--- src/rtl/hqm_aw_ready_break_buffer_pkg.sv ---
// hqm_aw_ready_break_buffer_pkg: status bit layout shared by the AW buffer family
// Contents: status word width and bit positions for err, out_ready, depth and valid.
package hqm_aw_ready_break_buffer_pkg;
    localparam int HQM_AW_BUF_STATUS_W         = 7;
    localparam int HQM_AW_BUF_STATUS_ERR_BIT   = 6;
    localparam int HQM_AW_BUF_STATUS_ORDY_BIT  = 2;
    localparam int HQM_AW_BUF_STATUS_DEPTH_BIT = 1;
    localparam int HQM_AW_BUF_STATUS_VLD_BIT   = 0;
endpackage

--- src/rtl/hqm_aw_ready_break_buffer_protocol_chk.sv ---
// hqm_aw_ready_break_buffer_protocol_chk: sticky checker for upstream valid/data stability while stalled
// Ports: clk, rst_n (async active-low), in_valid/in_ready/in_data observed, err sticky flag out.
module hqm_aw_ready_break_buffer_protocol_chk #(
    parameter int unsigned WIDTH = 32
) (
    input  logic             clk,
    input  logic             rst_n,
    input  logic             in_valid,
    input  logic             in_ready,
    input  logic [WIDTH-1:0] in_data,
    output logic             err
);
    logic             prev_stall;
    logic [WIDTH-1:0] prev_data;
    always_ff @(posedge clk or negedge rst_n) begin
        if (!rst_n) begin
            prev_stall <= 1'b0;
            prev_data  <= '0;
            err        <= 1'b0;
        end else begin
            prev_stall <= in_valid & ~in_ready;
            prev_data  <= in_data;
            // a stalled word must stay presented with identical payload until taken
            err        <= err | (prev_stall & (~in_valid | (in_data != prev_data)));
        end
    end
endmodule

--- src/rtl/hqm_aw_ready_break_buffer.sv ---
// hqm_aw_ready_break_buffer: ready/valid stage registering only the backward (ready) path via one skid entry
// Ports: clk, rst_n (async active-low), status {err,3'b0,out_ready,skid_valid,out_valid},
//        in_valid/in_ready/in_data upstream, out_valid/out_ready/out_data downstream.
// Macro HQM_AW_READY_BREAK_BUFFER_PROTOCOL_CHK_EN enables the sticky upstream protocol checker (status[6]).
module hqm_aw_ready_break_buffer
    import hqm_aw_ready_break_buffer_pkg::*;
#(
    parameter int unsigned WIDTH            = 32,
    parameter bit          NOT_EMPTY_AT_EOT = 1'b0
) (
    input  logic                           clk,
    input  logic                           rst_n,
    output logic [HQM_AW_BUF_STATUS_W-1:0] status,
    output logic                           in_ready,
    input  logic                           in_valid,
    input  logic [WIDTH-1:0]               in_data,
    input  logic                           out_ready,
    output logic                           out_valid,
    output logic [WIDTH-1:0]               out_data
);
    logic             skid_valid;
    logic [WIDTH-1:0] skid_data;
    logic             err;
    // capture only when empty and downstream stalls; drain only when full and downstream ready
    always_ff @(posedge clk or negedge rst_n) begin
        if (!rst_n) begin
            skid_valid <= 1'b0;
            skid_data  <= '0;
        end else if (!skid_valid) begin
            skid_valid <= in_valid & ~out_ready;
            if (in_valid & ~out_ready) skid_data <= in_data;
        end else if (out_ready) begin
            skid_valid <= 1'b0;
        end
    end
    assign in_ready  = ~skid_valid;
    assign out_valid = in_valid | skid_valid;
    assign out_data  = skid_valid ? skid_data : in_data;
`ifdef HQM_AW_READY_BREAK_BUFFER_PROTOCOL_CHK_EN
    hqm_aw_ready_break_buffer_protocol_chk #(.WIDTH(WIDTH)) u_chk (
        .clk      (clk),
        .rst_n    (rst_n),
        .in_valid (in_valid),
        .in_ready (in_ready),
        .in_data  (in_data),
        .err      (err)
    );
`else
    assign err = 1'b0;
`endif
    always_comb begin
        status                              = '0;
        status[HQM_AW_BUF_STATUS_ERR_BIT]   = err;
        status[HQM_AW_BUF_STATUS_ORDY_BIT]  = out_ready;
        status[HQM_AW_BUF_STATUS_DEPTH_BIT] = skid_valid;
        status[HQM_AW_BUF_STATUS_VLD_BIT]   = out_valid;
    end
    final begin
        if (!NOT_EMPTY_AT_EOT && skid_valid) $error("hqm_aw_ready_break_buffer: skid entry occupied at end of test");
    end
endmodule

--- config.mk ---
export PLATFORM = sky130hd
export DESIGN_NAME = hqm_aw_ready_break_buffer
export DESIGN_NICKNAME = d
export VERILOG_FILES = /design/src/rtl/hqm_aw_ready_break_buffer_pkg.sv /design/src/rtl/hqm_aw_ready_break_buffer_protocol_chk.sv /design/src/rtl/hqm_aw_ready_break_buffer.sv
export SDC_FILE = /design/constraint.sdc
export NUM_CORES = 1
export LEC_CHECK = 0
export CORE_MARGIN = 1
export CORE_UTILIZATION = 41
export DETAILED_ROUTE_END_ITERATION = 6
export GPL_TIMING_DRIVEN = 0
export PLACE_DENSITY = 0.79
export SETUP_SLACK_MARGIN = 0.15
export SLEW_MARGIN = 5
export SYNTH_ARGS = -nofsm -noshare
export SYNTH_HDL_FRONTEND = slang
export SYNTH_HIERARCHICAL = 1
export SYNTH_SLANG_ARGS = --single-unit
--- constraint.sdc ---
create_clock -name clk -period 2.35 [get_ports clk]
set_clock_uncertainty 0.2 [all_clocks]
set_input_delay 0.47 -clock clk [delete_from_list [all_inputs] [get_ports clk]]
set_output_delay 0.47 -clock clk [all_outputs]
set_load 0.01 [all_outputs]
# After elaboration in Yosys (flattened, before gate mapping)

Index checks and enable logic that the tools add are counted.

Input bits: 36
Latch bits: 0
Memories: 0
Word-level logic and storage cells: 10
Bits in read-only memories: 0
Register bits: 33
Output and inout bits: 41
RAM bits: 0

Add/subtract/negate cells: 0
Equal/unequal tests: 0
$mul: 0
Reductions and logical operators: 1
Shift operators: 0
Div/mod/pow operators: 0
Order comparisons: 0
Mux-type cells: 3
Bitwise logic cells: 4

Operators with widths:

| cell              | count |
|---|---|
| $mux W32          | 1 |
| $mux W1           | 2 |
| $not A1 Y1        | 2 |
| $reduce_and A2 Y1 | 1 |
| $and A1 B1 Y1     | 1 |
| $or A1 B1 Y1      | 1 |

# Logic depth before layout (Yosys ltp)

Gate-level depths: netlist of run 1.

Depth in word-level cells: 3
Depth in mapped cells: 4
Depth with buffers taken out: 2

# Worst setup path before layout of run 1

OpenSTA, ideal clock, no wires.

Path kind: register to output
Start point: register skid_valid
End point: output port out_data[10]
Stages on the path, launching flop included: 4
Buffers on the path: 2
Path slack: 0.637 ns
Data required time: 1.680 ns
Arrival time: 1.043 ns
Cell sequence: dfrtp_1 buf_6 buf_2 mux2_2

Longest elaborated chain between the ends: 1

RTL lines:

| what                     | line                            | source |
|---|---|---|
| start: declaration       | hqm_aw_ready_break_buffer.sv:21 | `logic skid_valid;` |
| start signal: assignment | hqm_aw_ready_break_buffer.sv:30 | `skid_valid <= in_valid & ~out_ready;` |
| $mux W32                 | hqm_aw_ready_break_buffer.sv:38 | `assign out_data = skid_valid ? skid_data : in_data;` |
| end: declaration         | hqm_aw_ready_break_buffer.sv:19 | `output logic [WIDTH-1:0] out_data` |

Every way passes these cells.

# Worst setup path after layout of run 1

Start point: register skid_valid
End point: output port out_data[29]

Same word-level chain as after synthesis.

==> reports/results.tsv, run 1 <==
metric	value	unit
clk_lat worst skew	0.27	ns
synth top area cells	dfrtp_1 (49%), mux2_2 (40%), buf_4 (3.1%), buf_6 (2.7%), mux2_1 (2.7%)	
met3 wire length	239	um
nets@finish	240	
cells on worst reg2reg path	4	
CTS Hold Bufs	0	
core footprint	0.00400	mm2
WL met2	2.11	mm
design area	0.00261	mm2
Rows	23	
relative slew slack	51.2	%
Synth Warn #	6	
final wirelength	3.83	mm
critical path, cell by cell	buf_6, buf_4, mux2_2, dlygate4sd2_1	
Post-DP Area	0.00249	mm2
port buffer count	72	
Pre-Repair DR Iteration Count	3	
worst reg2reg setup slack	0.56	ns
combinational fraction of design power	31.1	%
CTS H-Tree Depth	2	
Sequential Power Share	44.9	%
first-pass GRT wire length	5.76	mm
GRT overflow	0	
post-synth top area cell	dfrtp_1	
Worst-Margin Slew	0.732	ns
period utilization	94.1	%
Post-Route M1 WL	1.45	mm
initial core utilization	42.4	%
#FFs+latches synth	33	
io pins	77	
largest net degree at the start of global routing	34	
clk sink count	33	
maximum VDD drop	0.000398	V
synthesized area per cell	14.6	um2
HP Class	input port to async pin	
Final Wtd Congestion	0.691	
post-synthesis sequential area ratio	48.6	%
top cell type's share of synthesized area	48.6	%
CP max stage delay	0.40	ns
min Tclk post-route	2.21	ns
leakage	1.16	nW
area growth from synthesis to layout	53.6	%
Root Driver	clkbuf_8	
Total GRT Usage	17.6	%
fraction of layout instances using a drive strength above 1	57.1	%
hpwl dp	2.64	mm
Setup CP Type	register to output pin	
r2r endpoint	skid_data[29]	
DIE AREA	0.00440	mm2
antenna viol nets, final	0	
Slew Limit Fails	0	
Unique masters post-synth	11	
1st-iter DRT viols	33	
CTS tree	built	
Crit. End Element	output pin	
Final Hold Viols	0	
unrepaired setup endpoints after global routing	true	
WP buf/inv	3	
Cells after Synth	116	
CP max FO	4	
drt wl/cell	15.0	um
switching power total	0.417	mW
CP delay by family, top	buffers and inverters	
total CTS buffers	5	
clk slew on worst S/H paths	0.06	ns
pwr/cell area	622	mW/mm2
Net Sw Frac	25.7	%
CP max stage cell	dfrtp_1	
vias after detailed routing	1229	
outcome	completed	
Die W	66.4	um
DR DRC count	0	
crit path DAT	1.54	ns
Cell Int Power	1.21	mW
final setup TNS	0	ns
Die Y	66.4	um
Bufs on Longest Clock Path	2	
Max Cap Viol	0	
vias in the first global route	1285	
max layer used	met4	
Worst Path Required	1.68	ns
r2r startpoint	skid_valid	
type of origin of the critical path	register	
post-DR vias/cell	4.82	
initial antenna violation count	0	
Post-Synthesis Cell Area	0.00170	mm2
Finish-stage setup viols	0	
Clk pwr share	24.0	%
Fmax	452	MHz
n_diodes	0	
==> layer usage <==
layer	up-vias	GRT usage [%]
met5	-	0
met4	0	5.59
met3	4	4.66
met2	48	33.7
met1	602	18.4
li1	575	-
==> layout make-up <==
cell class,count,area [um2]
timing repair buffer,78,704
sequential,33,826
fill,320,1390
tap,50,62.6
inverter,1,3.75
buffer,14,143
multi-input combinational,71,788
clock buffer,8,80.1
==> Yosys cell counts, drive strengths merged <==
library cell / n
buf: 14
conb: 1
dfrtp: 33
inv: 1
mux2: 64
nor2b: 1
nor3b: 1
or2: 1
==> power groups by stage <==
stage                     clock [mW]  sequential, mW  combinational, mW
after floorplan                    0           0.717              0.270
after global placement             0           0.726              0.504
after detailed placement           0           0.736              0.517
after CTS                      0.412           0.726              0.482
after global routing           0.434           0.741              0.543
final                          0.390           0.729              0.504
==> repair_timing <==
action / CTS / global route
hold endpoints to repair: 0 / 0
cloned: 2 / 2
gates resized for setup: 64 / 59
setup endpoints to repair: 36 / 30
setup buffers: 0 / 2
pin swaps: 0 / 0
==> cell usage in the layout (no fill, tap or decap), types with 2 or more instances in the layout <==
cell / n
clkbuf_8: 5
clkdlybuf4s50_1: 35
mux2_4: 5
clkbuf_2: 24
mux2_2: 55
clkdlybuf4s15_1: 2
dfrtp_1: 33
buf_6: 10
dlygate4sd2_1: 5
mux2_1: 4
buf_8: 3
conb_1: 4
clkbuf_1: 3
clkbuf_16: 2
buf_4: 9
==> worst register-to-register path, delay by kind of cell, from the launching register on <==
family | cells | cell delay (ns)
buf+inv | 2 | 0.37
simple gates | 1 | 0.34
flops | 1 | 0.42
mux | 1 | 0.35
==> through the flow <==
stage	hold slack (ns)	setup WS [ns]	total power, mW	utilization, %	cells
detailed placement	0.291	-0.102	1.25	62.2	241
finish	0.0541	0.138	1.62	65.2	255
global placement	0.264	-0.101	1.23	62.3	241
global route	0.118	0.0891	1.72	65.2	255
floorplan	-0.0256	0.637	0.987	-	119
CTS	0.0727	0.0533	1.62	64.5	251
==> how the worst max path moves through the flow <==
stage / cells after the start / to / from
after floorplan: 3 / out_data[10] / skid_valid
after global placement: 4 / status[0] / in_valid
after detailed placement: 4 / status[0] / in_valid
after CTS: 4 / out_data[27] / skid_valid
after global routing: 4 / out_data[29] / skid_valid
final: 4 / out_data[29] / skid_valid
==> kinds of logic (layout without fill, tap and decap cells) <==
family / count (synthesis) / in the layout / share of synthesized area (%)
flops: 33 / 33 / 48.6
simple gates: 3 / 3 / 1.84
mux: 64 / 64 / 42.4
buf+inv: 15 / 101 / 6.85
other cells: 1 / 4 / 0.221
==> registers in the layout, indices dropped and copies added, names as in the netlist <==
register	flops
skid_data	32
skid_valid	1
Note: power is estimated with default switching activity, not from simulation.
==> run 2, diff against run 1 <==
--- a/config.mk
+++ b/config.mk
@@ -5,7 +5,7 @@
 export SDC_FILE = /design/constraint.sdc
 export NUM_CORES = 1
 export LEC_CHECK = 0
-export CORE_MARGIN = 1
+export CORE_MARGIN = 2
 export CORE_UTILIZATION = 41
 export DETAILED_ROUTE_END_ITERATION = 6
 export GPL_TIMING_DRIVEN = 0
==> constraint.sdc (replaced) <==
create_clock -name clk -period 2.2 [get_ports clk]
set_clock_uncertainty 0.2 [all_clocks]
set_input_delay 0.44 -clock clk [delete_from_list [all_inputs] [get_ports clk]]
set_output_delay 0.44 -clock clk [all_outputs]
set_load 0.01 [all_outputs]
==> reports/results.tsv, run 2 (same netlist as run 1, synthesis figures left out) <==
metric	value	unit	change
outcome	completed		unchanged
unrepaired setup endpoints after global routing	true		unchanged
largest net degree at the start of global routing	34		unchanged
Final Wtd Congestion	0.653		was 0.691
CP max FO	10		was 4
Finish-stage setup viols	0		unchanged
Die Y	68.4	um	was 66.4 um
maximum VDD drop	0.000357	V	was 0.000398 V
Worst-Margin Slew	0.743	ns	was 0.732 ns
nets@finish	239		was 240
n_diodes	0		unchanged
min Tclk post-route	2.08	ns	
DR DRC count	0		unchanged
post-DR vias/cell	4.78		was 4.82
Root Driver	clkbuf_8		unchanged
clk slew on worst S/H paths	0.06	ns	about the same
critical path, cell by cell	buf_6, buf_8, mux2_2, clkbuf_2		was buf_6, buf_4, mux2_2, dlygate4sd2_1
max reg flops	32		unchanged
leakage	1.15	nW	was 1.16 nW
clk_lat worst skew	0.27	ns	about the same
drt wl/cell	14.1	um	was 15.0 um
initial antenna violation count	0		unchanged
CTS tree	built		unchanged
io pins	77		unchanged
CP max stage delay	0.37	ns	was 0.40 ns
crit path DAT	1.44	ns	was 1.54 ns
CP max stage cell	dfrtp_1		unchanged
GRT overflow	0		unchanged
pwr/cell area	671	mW/mm2	was 622 mW/mm2
Hold Worst Slack	0.0324	ns	was 0.0541 ns
Worst Path Required	1.56	ns	was 1.68 ns
first-pass GRT wire length	5.76	mm	unchanged
final wirelength	3.58	mm	was 3.83 mm
Final Hold Viols	0		unchanged
type of origin of the critical path	register		unchanged
antenna viol nets, final	0		unchanged
port buffer count	72		unchanged
CTS Hold Bufs	0		unchanged
Setup CP Type	register to output pin		unchanged
vias in the first global route	1277		was 1285
clk sink count	33		unchanged
Bufs on Longest Clock Path	2		unchanged
DIE AREA	0.00467	mm2	was 0.00440 mm2
total CTS buffers	5		unchanged
HP Class	input port to async pin		unchanged
fin util	64.6	%	was 65.2%
1st-iter DRT viols	13		was 33
Slew Limit Fails	0		unchanged
Max Cap Viol	0		unchanged
register bank with the most flops	skid_data		unchanged
Rows	23		unchanged
Pre-Repair DR Iteration Count	3		unchanged
hpwl dp	2.66	mm	was 2.64 mm
commonest non-fill, non-tap cell in the layout	mux2_2		unchanged
area growth from synthesis to layout	52.1	%	was 53.6%
total power	1.73	mW	was 1.62 mW
largest registers	skid_data: 32 flops, skid_valid: 1 flops		unchanged
CTS H-Tree Depth	2		unchanged
period utilization	94.4	%	
Die W	68.4	um	was 66.4 um
Fmax	481	MHz	
fraction of layout instances using a drive strength above 1	58.8	%	was 57.1%
core footprint	0.00400	mm2	unchanged
most frequent cells in the layout	mux2_2 (58), clkdlybuf4s50_1 (34), dfrtp_1 (33)		was mux2_2 (55), clkdlybuf4s50_1 (35), dfrtp_1 (33)
vias after detailed routing	1215		was 1229
relative slew slack	50.5	%	was 51.2%
final setup TNS	0	ns	unchanged
Total GRT Usage	17.0	%	was 17.6%
Crit. End Element	output pin		unchanged
initial core utilization	42.4	%	unchanged
==> run 2: cell types whose count changed in the layout (fill, tap and decap cells not counted), sizes merged <==
cell / before / now
clkdlybuf4s50: 35 / 34
buf: 23 / 52
clkbuf: 34 / 9
dlygate4sd2: 5 / 1
dlymetal6s2s: 0 / 1
bufbuf: 1 / 0
==> run 2: final cells by class <==
type                       instances  area [um2]
fill                             311        1420
sequential                        33         826
multi-input combinational         71         777
timing repair buffer              77         687
buffer                            14         146
clock buffer                       8        80.1
tap                               50        62.6
inverter                           1        3.75
==> run 2: what timing repair did <==
action	CTS	global route
setup endpoints to repair	36	35
cloned	0	0
gates resized for setup	158	8
buffers inserted	4	1
pin swaps	0	1
==> run 2: path summary, 6_finish.rpt <==
| check | from | end | slack [ns] | cells after the start |
|---|---|---|---|---|
| worst max-delay path | skid_valid | out_data[13] | 0.12 | 4 |
| worst min-delay path | rst_n | skid_data[2] | 0.03 | 1 |
| worst max register to register | skid_valid | skid_data[27] | 0.33 | 5 |
| worst min register to register | skid_data[29] | skid_data[29] | 0.28 | 1 |
| max in group asynchronous | rst_n | skid_data[22] | 1.30 | 1 |
| min in group clk | skid_data[29] | skid_data[29] | 0.28 | 1 |
==> run 2: per-stage QoR <==
step	cell area (um2)	std cells	setup WS (ns)
CTS	2550	253	0.0174
floorplan	1710	119	0.517
global route	2580	254	0.0744
global placement	2490	241	-0.193
detailed placement	2490	241	-0.190
finish	2580	254	0.123
==> run 2: per-layer routing <==
metal	wire length, um	vias up	global-route usage [%]	part of all wire, %
met5	0	-	0	0
met4	80	0	7.50	2.2
met3	232	7	4.61	6.5
met2	1920	47	30.7	53
met1	1350	588	18.4	38
li1	-	573	-	-
==> run 2: power breakdown <==
| part | internal, mW | switching, mW |
|---|---|---|
| Combinational | 0.346 | 0.195 |
| Sequential | 0.721 | 0.0527 |
| Clock | 0.224 | 0.195 |
| Total | 1.29 | 0.443 |
==> run 2: critical path, delay by kind of cell, from the launching register on <==
family | cells | cell delay (ns)
buffers and inverters | 3 | 0.46
DFF | 1 | 0.37
muxes | 1 | 0.34
